### src/rtl/dsk_dma_port_pkg.sv
// Shared constants for the disk-side DMA channel port.
package dsk_dma_port_pkg;

  localparam int unsigned DW    = 8;
  localparam int unsigned CNT_W = 13;

  typedef logic [CNT_W-1:0] cnt_t;

  // Channel sequencer states
  localparam logic [1:0] StIdle   = 2'd0;
  localparam logic [1:0] StActive = 2'd1;
  localparam logic [1:0] StDone   = 2'd2;

endpackage

### src/rtl/dsk_dma_port_sync_fifo.sv
// Single-clock FIFO with AW+1 bit pointers and a combinational head.
module dsk_dma_port_sync_fifo #(
  parameter int unsigned DEPTH = 16,
  parameter int unsigned DW    = 8,
  parameter int unsigned AW    = $clog2(DEPTH)
) (
  input  logic          cl,
  input  logic          rst,
  input  logic          clr,
  input  logic          push,
  input  logic [DW-1:0] wdata,
  input  logic          pop,
  output logic [DW-1:0] rdata,
  output logic          full,
  output logic          empty,
  output logic [AW:0]   level
);

  logic [DW-1:0] mem [DEPTH];
  logic [AW:0]   wptr_q, rptr_q;
  logic          do_push, do_pop;

  assign do_push = push & ~full;
  assign do_pop  = pop & ~empty;

  assign level = wptr_q - rptr_q;
  assign empty = (wptr_q == rptr_q);
  // Same slot, opposite wrap bit
  assign full  = (wptr_q ^ rptr_q) == {1'b1, {AW{1'b0}}};
  assign rdata = mem[rptr_q[AW-1:0]];

  always_ff @(posedge cl or posedge rst) begin
    if (rst) begin
      wptr_q <= '0;
      rptr_q <= '0;
    end else if (clr) begin
      wptr_q <= '0;
      rptr_q <= '0;
    end else begin
      if (do_push) wptr_q <= wptr_q + 1'b1;
      if (do_pop)  rptr_q <= rptr_q + 1'b1;
    end
  end

  always_ff @(posedge cl) begin
    if (do_push) mem[wptr_q[AW-1:0]] <= wdata;
  end

endmodule

### src/rtl/dsk_dma_port.sv
// Disk-side DMA channel port: FIFO between disk engine and DMA controller,
// with request generation, strobe decode and byte-count termination.
module dsk_dma_port #(
  parameter int unsigned DW     = 8,
  parameter int unsigned DEPTH  = 16,
  parameter int unsigned AW     = 4,
  parameter int unsigned THRESH = 4
) (
  input  logic                                cl,
  input  logic                                rst,
  input  logic                                start,
  input  logic                                dir,
  input  logic [dsk_dma_port_pkg::CNT_W-1:0]  count,
  input  logic                                src_valid,
  input  logic [DW-1:0]                       src_data,
  output logic                                src_ready,
  output logic                                snk_valid,
  output logic [DW-1:0]                       snk_data,
  input  logic                                snk_ready,
  output logic                                dreq,
  input  logic                                dack,
  input  logic                                ior_n,
  input  logic                                iow_n,
  input  logic [DW-1:0]                       dma_din,
  output logic [DW-1:0]                       dma_dout,
  output logic                                dma_doe,
  output logic                                busy,
  output logic                                done,
  output logic                                err
);
  import dsk_dma_port_pkg::*;

  logic [1:0]    state_q, state_d;
  logic          dir_q, dir_d;
  cnt_t          rem_q, rem_d, fill_q, fill_d;
  logic          err_q, err_d, dreq_q, dreq_d, done_q, done_d;
  logic          dreq_cond;

  logic          f_clr, f_push, f_pop, f_full, f_empty;
  logic [DW-1:0] f_wdata, f_rdata, head;
  logic [AW:0]   f_level, free;

  logic          active, rd_strobe, wr_strobe, dma_rd, dma_wr, src_push, snk_pop;

  assign active = (state_q == StActive);
  assign free   = (AW+1)'(DEPTH) - f_level;

  // Strobes past the programmed count are ignored rather than underflowing rem
  assign rd_strobe = active & ~dir_q & dack & ~ior_n & (rem_q != '0);
  assign wr_strobe = active & dir_q & dack & ~iow_n & ior_n & (rem_q != '0);
  assign dma_rd    = rd_strobe & ~f_empty;
  assign dma_wr    = wr_strobe & ~f_full;

  assign src_ready = active & ~dir_q & ~f_full & (fill_q != '0);
  assign src_push  = src_valid & src_ready;
  assign snk_valid = active & dir_q & ~f_empty;
  assign snk_pop   = snk_valid & snk_ready;

  assign f_push  = src_push | dma_wr;
  assign f_pop   = dma_rd | snk_pop;
  assign f_wdata = dir_q ? dma_din : src_data;

  assign head     = f_empty ? '0 : f_rdata;
  assign snk_data = head;
  assign dma_dout = head;
  assign dma_doe  = active & ~dir_q & dack & ~ior_n;
  assign busy     = (state_q != StIdle);
  assign done     = done_q;
  assign err      = err_q;
  assign dreq     = dreq_q;

  always_comb begin
    state_d   = state_q;
    dir_d     = dir_q;
    rem_d     = rem_q;
    fill_d    = fill_q;
    err_d     = err_q;
    done_d    = 1'b0;
    f_clr     = 1'b0;
    dreq_cond = 1'b0;
    case (state_q)
      StIdle: begin
        if (start) begin
          err_d = 1'b0;
          if (count != '0) begin
            state_d = StActive;
            dir_d   = dir;
            rem_d   = count;
            fill_d  = count;
            f_clr   = 1'b1;
          end else begin
            done_d = 1'b1;
          end
        end
      end
      StActive: begin
        if ((rem_q == '0) && (!dir_q || f_empty)) begin
          state_d = StDone;
          done_d  = 1'b1;
        end
        if (dma_rd | dma_wr) rem_d  = rem_q - cnt_t'(1);
        if (src_push)        fill_d = fill_q - cnt_t'(1);
        if ((rd_strobe & f_empty) | (wr_strobe & f_full)) err_d = 1'b1;
        if (dir_q) begin
          dreq_cond = (free >= (AW+1)'(THRESH)) ||
                      ((rem_q != '0) && (rem_q <= cnt_t'(free)));
        end else begin
          dreq_cond = (f_level >= (AW+1)'(THRESH)) || ((fill_q == '0) && !f_empty);
        end
      end
      StDone: state_d = StIdle;
      default: state_d = StIdle;
    endcase
  end

  // Request drops in the same cycle the remaining count reaches zero
  assign dreq_d = active & dreq_cond & (rem_d != '0);

  always_ff @(posedge cl or posedge rst) begin
    if (rst) begin
      state_q <= StIdle;
      dir_q   <= 1'b0;
      rem_q   <= '0;
      fill_q  <= '0;
      err_q   <= 1'b0;
      dreq_q  <= 1'b0;
      done_q  <= 1'b0;
    end else begin
      state_q <= state_d;
      dir_q   <= dir_d;
      rem_q   <= rem_d;
      fill_q  <= fill_d;
      err_q   <= err_d;
      dreq_q  <= dreq_d;
      done_q  <= done_d;
    end
  end

  dsk_dma_port_sync_fifo #(
    .DEPTH (DEPTH),
    .DW    (DW),
    .AW    (AW)
  ) u_fifo (
    .cl    (cl),
    .rst   (rst),
    .clr   (f_clr),
    .push  (f_push),
    .wdata (f_wdata),
    .pop   (f_pop),
    .rdata (f_rdata),
    .full  (f_full),
    .empty (f_empty),
    .level (f_level)
  );

endmodule
### config.mk
export PLATFORM = sky130hd
export DESIGN_NAME = dsk_dma_port
export DESIGN_NICKNAME = d
export VERILOG_FILES = /design/src/rtl/dsk_dma_port_pkg.sv /design/src/rtl/dsk_dma_port_sync_fifo.sv /design/src/rtl/dsk_dma_port.sv
export SDC_FILE = /design/constraint.sdc
export NUM_CORES = 1
export LEC_CHECK = 0
export ABC_AREA = 1
export BUFFER_PORTS_ARGS = -buffer_cell sky130_fd_sc_hd__buf_4
export CAP_MARGIN = 10
export CORE_MARGIN = 2
export CORE_UTILIZATION = 58
export CTS_CLUSTER_SIZE = 8
export DETAILED_ROUTE_END_ITERATION = 8
export PLACE_DENSITY_LB_ADDON = 0.05
export SETUP_SLACK_MARGIN = 0.05
export SYNTH_ARGS = -nofsm -noshare
export SYNTH_HDL_FRONTEND = slang
export SYNTH_HIERARCHICAL = 1
export SYNTH_SLANG_ARGS = --single-unit
### constraint.sdc
create_clock -name cl -period 9.45 [get_ports cl]
set_clock_uncertainty 0.05 [all_clocks]
set_input_delay 0.945 -clock cl [delete_from_list [all_inputs] [get_ports cl]]
set_output_delay 0.945 -clock cl [all_outputs]
set_load 0.05 [all_outputs]
==> PnR_summary.wiki <==
{| class="wikitable"
! Metric !! Value
|-
| Number of inserted filler cells in the final layout || 1351
|-
| Xor and xnor area share after synthesis || 0.0225
|-
| Placement row count || 46
|-
| DRC violation count after routing || 0
|-
| Standard cell core area || 15800 um^2
|-
| Min-Delay Endpoint || fill_q[12]
|-
| Leading post-synthesis cells by cell area || edfxtp_1, nand2_1, dfrtp_1
|-
| ANT cells || 0
|-
| Mapped Area || 9330 um^2
|-
| Synth Area in Compound Gates || 0.0325
|-
| Detailed-route wire length per cell || 16.4 um
|-
| Master cell of the clock root buffer || clkbuf_16
|-
| Post-Place Worst Slack || 4.95 ns
|-
| Setup TNS after final layout || 0 ns
|-
| Final WL || 22.9 mm
|-
| Clock tree from TritonCTS || done
|-
| Slew headroom || 0.164
|-
| Ordered list of cells on the worst path || inv_2 -> ha_1 -> nand2_1 -> nor2_1 -> nand2_1 -> inv_1 -> nor2_1 -> buf_4
|-
| Power density normalized to cell area || 289 nW/um^2
|-
| Leakage power total || 5.00 nW
|-
| Required arrival time at the worst endpoint || 8.46 ns
|-
| Area share of the largest cell type after synthesis || 0.412
|-
| Buffers inserted during post-CTS setup optimization || 0
|-
| Wire length of the first global-routing pass || 35.8 mm
|-
| Final slew viol count || 0
|-
| Maximum level of the CTS H-tree || 4
|-
| Largest net degree at the start of global routing || 66
|-
| Run status || complete, no violations
|-
| Num CTS Buffers || 17
|-
| Horizontal die dimension || 131 um
|-
| FF-to-FF setup slack || 4.93 ns
|-
| Synthesized-area fraction occupied by and/or/nand/nor cells || 0.285
|-
| P&R area growth vs syn || 11.5%
|-
| Gp weighted congestion || 0.929
|-
| Post-route setup slack || 4.62 ns
|-
| Distinct cells, synth || 40
|-
| Area occupied by registers || 4900 um^2
|-
| Deepest clock path buffer count || 2
|-
| Post-synthesis average cell area || 8.26 um^2
|-
| Number of clock sinks || 170
|-
| DRC marker count from the first detailed-route iteration || 627
|-
| Biggest cell delay along the critical path || 1.18 ns
|-
| Final setup violation count || 0
|-
| Worst Path Class, Setup || reg -> out
|-
| Combined global-route utilization of all metal layers || 0.282
|-
| Max-cap violations || 0
|-
| CP Capture Type || output pin
|-
| Detailed placer's ending HPWL || 15.6 mm
|-
| Critical path arrival || 3.83 ns
|-
| First-pass iteration count of the detailed router || 5
|-
| Startpoint types || register
|-
| Worst Hold Launch || fill_q[12]
|-
| Clock-pin transition on the worst setup and hold timing paths || 0.07 ns
|-
| Floorplan die height || 131 um
|-
| Actual slew at the worst max-slew pin || 1.25 ns
|-
| Standard cell with the maximum stage delay on the critical path || dfrtp_1
|-
| FF-to-FF path depth || 11
|-
| Adder and majority gate portion of the synthesized area || 0.0250
|-
| Worst min-delay path category || reg -> reg
|-
| Total via count after detailed routing || 7260
|-
| Vias in the first global route || 6959
|-
| Starting density of the core || 0.589
|-
| Top-Level Pins || 61
|-
| Area of combinational cells with multiple inputs || 3400 um^2
|-
| Post-synth EDFFs || 128
|-
| Area leader, netlist || edfxtp_1
|-
| Number of antenna violations at the first check in global routing || 0
|-
| Post-detailed-route via-to-cell ratio || 5.21
|-
| RSZ-0062 raised after global routing || no
|-
| Reg2reg start || u_fifo/rptr_q[1]
|-
| Clock latency on the worst-skew pair || 0.43 ns
|-
| Final net count || 1220
|-
| Fraction of final layout cells sized beyond drive strength 1 || 0.106
|-
| Die footprint || 17100 um^2
|-
| Hold-critical path depth || 2
|-
| Cells after Synth || 1129
|-
| Final clock period utilization by the worst path || 0.511
|-
| Overflow after GRT || 0
|-
| Seq cells post-synth || 170
|-
| Yosys warnings || 6
|-
| Residual antenna-violating net count after detailed routing || 0
|-
| Worst flop-to-flop path endpoint || u_fifo/mem[7][7]
|-
| Post-CTS Hold Buffers || 0
|-
| Port Buf Inserts || 60
|-
| Top_reg_cell synth || edfxtp_1
|-
| Number of gates given a new drive strength after cts || 0
|-
| Mux contribution to synthesized area || 0
|-
| Post-synthesis sequential area ratio || 0.525
|-
| Worst-path maximum fanout || 36
|-
| Share of synthesized flip-flops with an asynchronous set or reset || 0.247
|-
| Combinational family with the most area after synthesis || simple AND/OR/NAND/NOR gates
|-
| Post-layout min period || 4.83 ns
|-
| Worst supply voltage drop on vdd || 0.382 mV
|-
| Fmax achieved || 207 MHz
|-
| Syn nets || 1185
|-
| Final hold vios || 0
|}
[stage by stage]
stage / power, mW / hold WS, ns / std cells / cell area (um^2) / utilization
detailed placement: 2.32 / 0.416 / 1361 / 9800 / 0.619
CTS: 3.02 / 0.445 / 1393 / 10400 / 0.657
floorplan: 2.02 / 0.392 / 1129 / 9330 / -
finish: 3.01 / 0.436 / 1393 / 10400 / 0.657
global route: 3.20 / 0.462 / 1393 / 10400 / 0.657
global placement: 2.30 / 0.406 / 1361 / 9800 / 0.619
[cell usage in the layout, fill, tap and decap left out, drive strengths merged, types with 5 or more instances in the layout]
cell type | synthesis | routed
o211ai | 6 | 6
buf | 34 | 62
inv | 204 | 207
ha | 17 | 17
clkinv | 0 | 5
nor2 | 88 | 88
nand2 | 365 | 365
a21oi | 12 | 12
clkbuf | 12 | 18
xor2 | 21 | 21
dfrtp | 42 | 42
o21ai | 24 | 24
edfxtp | 128 | 128
nand4 | 14 | 14
nand3 | 141 | 141
[per-layer routing]
metal / GRT usage / vias up / wire length, um
met5: 0 / - / 0
met4: 0.112 / 0 / 641
met3: 0.0517 / 42 / 1480
met2: 0.476 / 255 / 11200
met1: 0.363 / 3333 / 9560
li1: - / 3630 / -
[synth_stat cells, types with 3 or more instances]
library cell	instances
buf_4	14
nand3_1	138
xor2_1	21
ha_1	17
buf_1	4
o211ai_1	6
nor2_2	5
nor2_1	80
edfxtp_1	128
dfrtp_1	42
a31oi_1	3
a21oi_1	11
buf_2	13
nand2_2	7
o21ai_0	22
nand4_1	14
clkbuf_1	12
nand2_4	3
inv_2	8
inv_1	196
nand2_1	355
xnor2_1	3
nor3_1	4
buf_6	3
[power by group]
| part | switching [mW] | internal [mW] | total (mW) | leakage, nW |
|---|---|---|---|---|
| Combinational | 0.954 | 0.416 | 1.37 | 3.08 |
| Sequential | 0.0954 | 0.850 | 0.945 | 1.64 |
| Clock | 0.297 | 0.395 | 0.692 | 0.278 |
[state kept, by name, summed over array words and instances, names as in the netlist]
name and cells:
u_fifo/mem 128, dreq 1, u_fifo/wptr_q 5, state_q 2
dir_q 1, err 1, rem_q 13, u_fifo/rptr_q 5
fill_q 13, done 1
[critical path: cells and delay by family, from the launching register on]
kind	cells	cell delay (ns)
fa+ha+maj	1	0.48
simple gates	4	0.52
flops	1	1.18
buf+inv	3	1.21
[how the worst max path moves through the flow]
stage                           from               end  slack [ns]  cells past startpoint
global route        u_fifo/rptr_q[1]       dma_dout[7]        4.42                      8
CTS                 u_fifo/rptr_q[1]       snk_data[2]        4.66                      8
finish              u_fifo/rptr_q[1]       snk_data[2]        4.62                      8
detailed placement  u_fifo/rptr_q[1]  u_fifo/mem[7][3]        4.95                     11
floorplan           u_fifo/rptr_q[1]  u_fifo/mem[7][0]        5.84                     13
global placement    u_fifo/rptr_q[1]  u_fifo/mem[7][2]        5.07                     11
[final cells by class]
class	instances	area share
Timing Repair Buffer	62	0.0448
Tap cell	216	0.0260
Multi-Input combinational cell	709	0.327
Clock inverter	14	0.0160
Clock buffer	18	0.0413
Sequential cell	170	0.471
Inverter	204	0.0737
[cell families (layout without fill, tap and decap cells)]
kind of cell | count (synthesis) | after routing
buffers and inverters | 250 | 298
flip-flops | 170 | 170
AND/OR/NAND/NOR | 615 | 615
adder cells (fa/ha/maj) | 18 | 18
AO/OA/AOI/OAI | 52 | 52
XOR/XNOR | 24 | 24
Power figures use the tool's default switching activity.
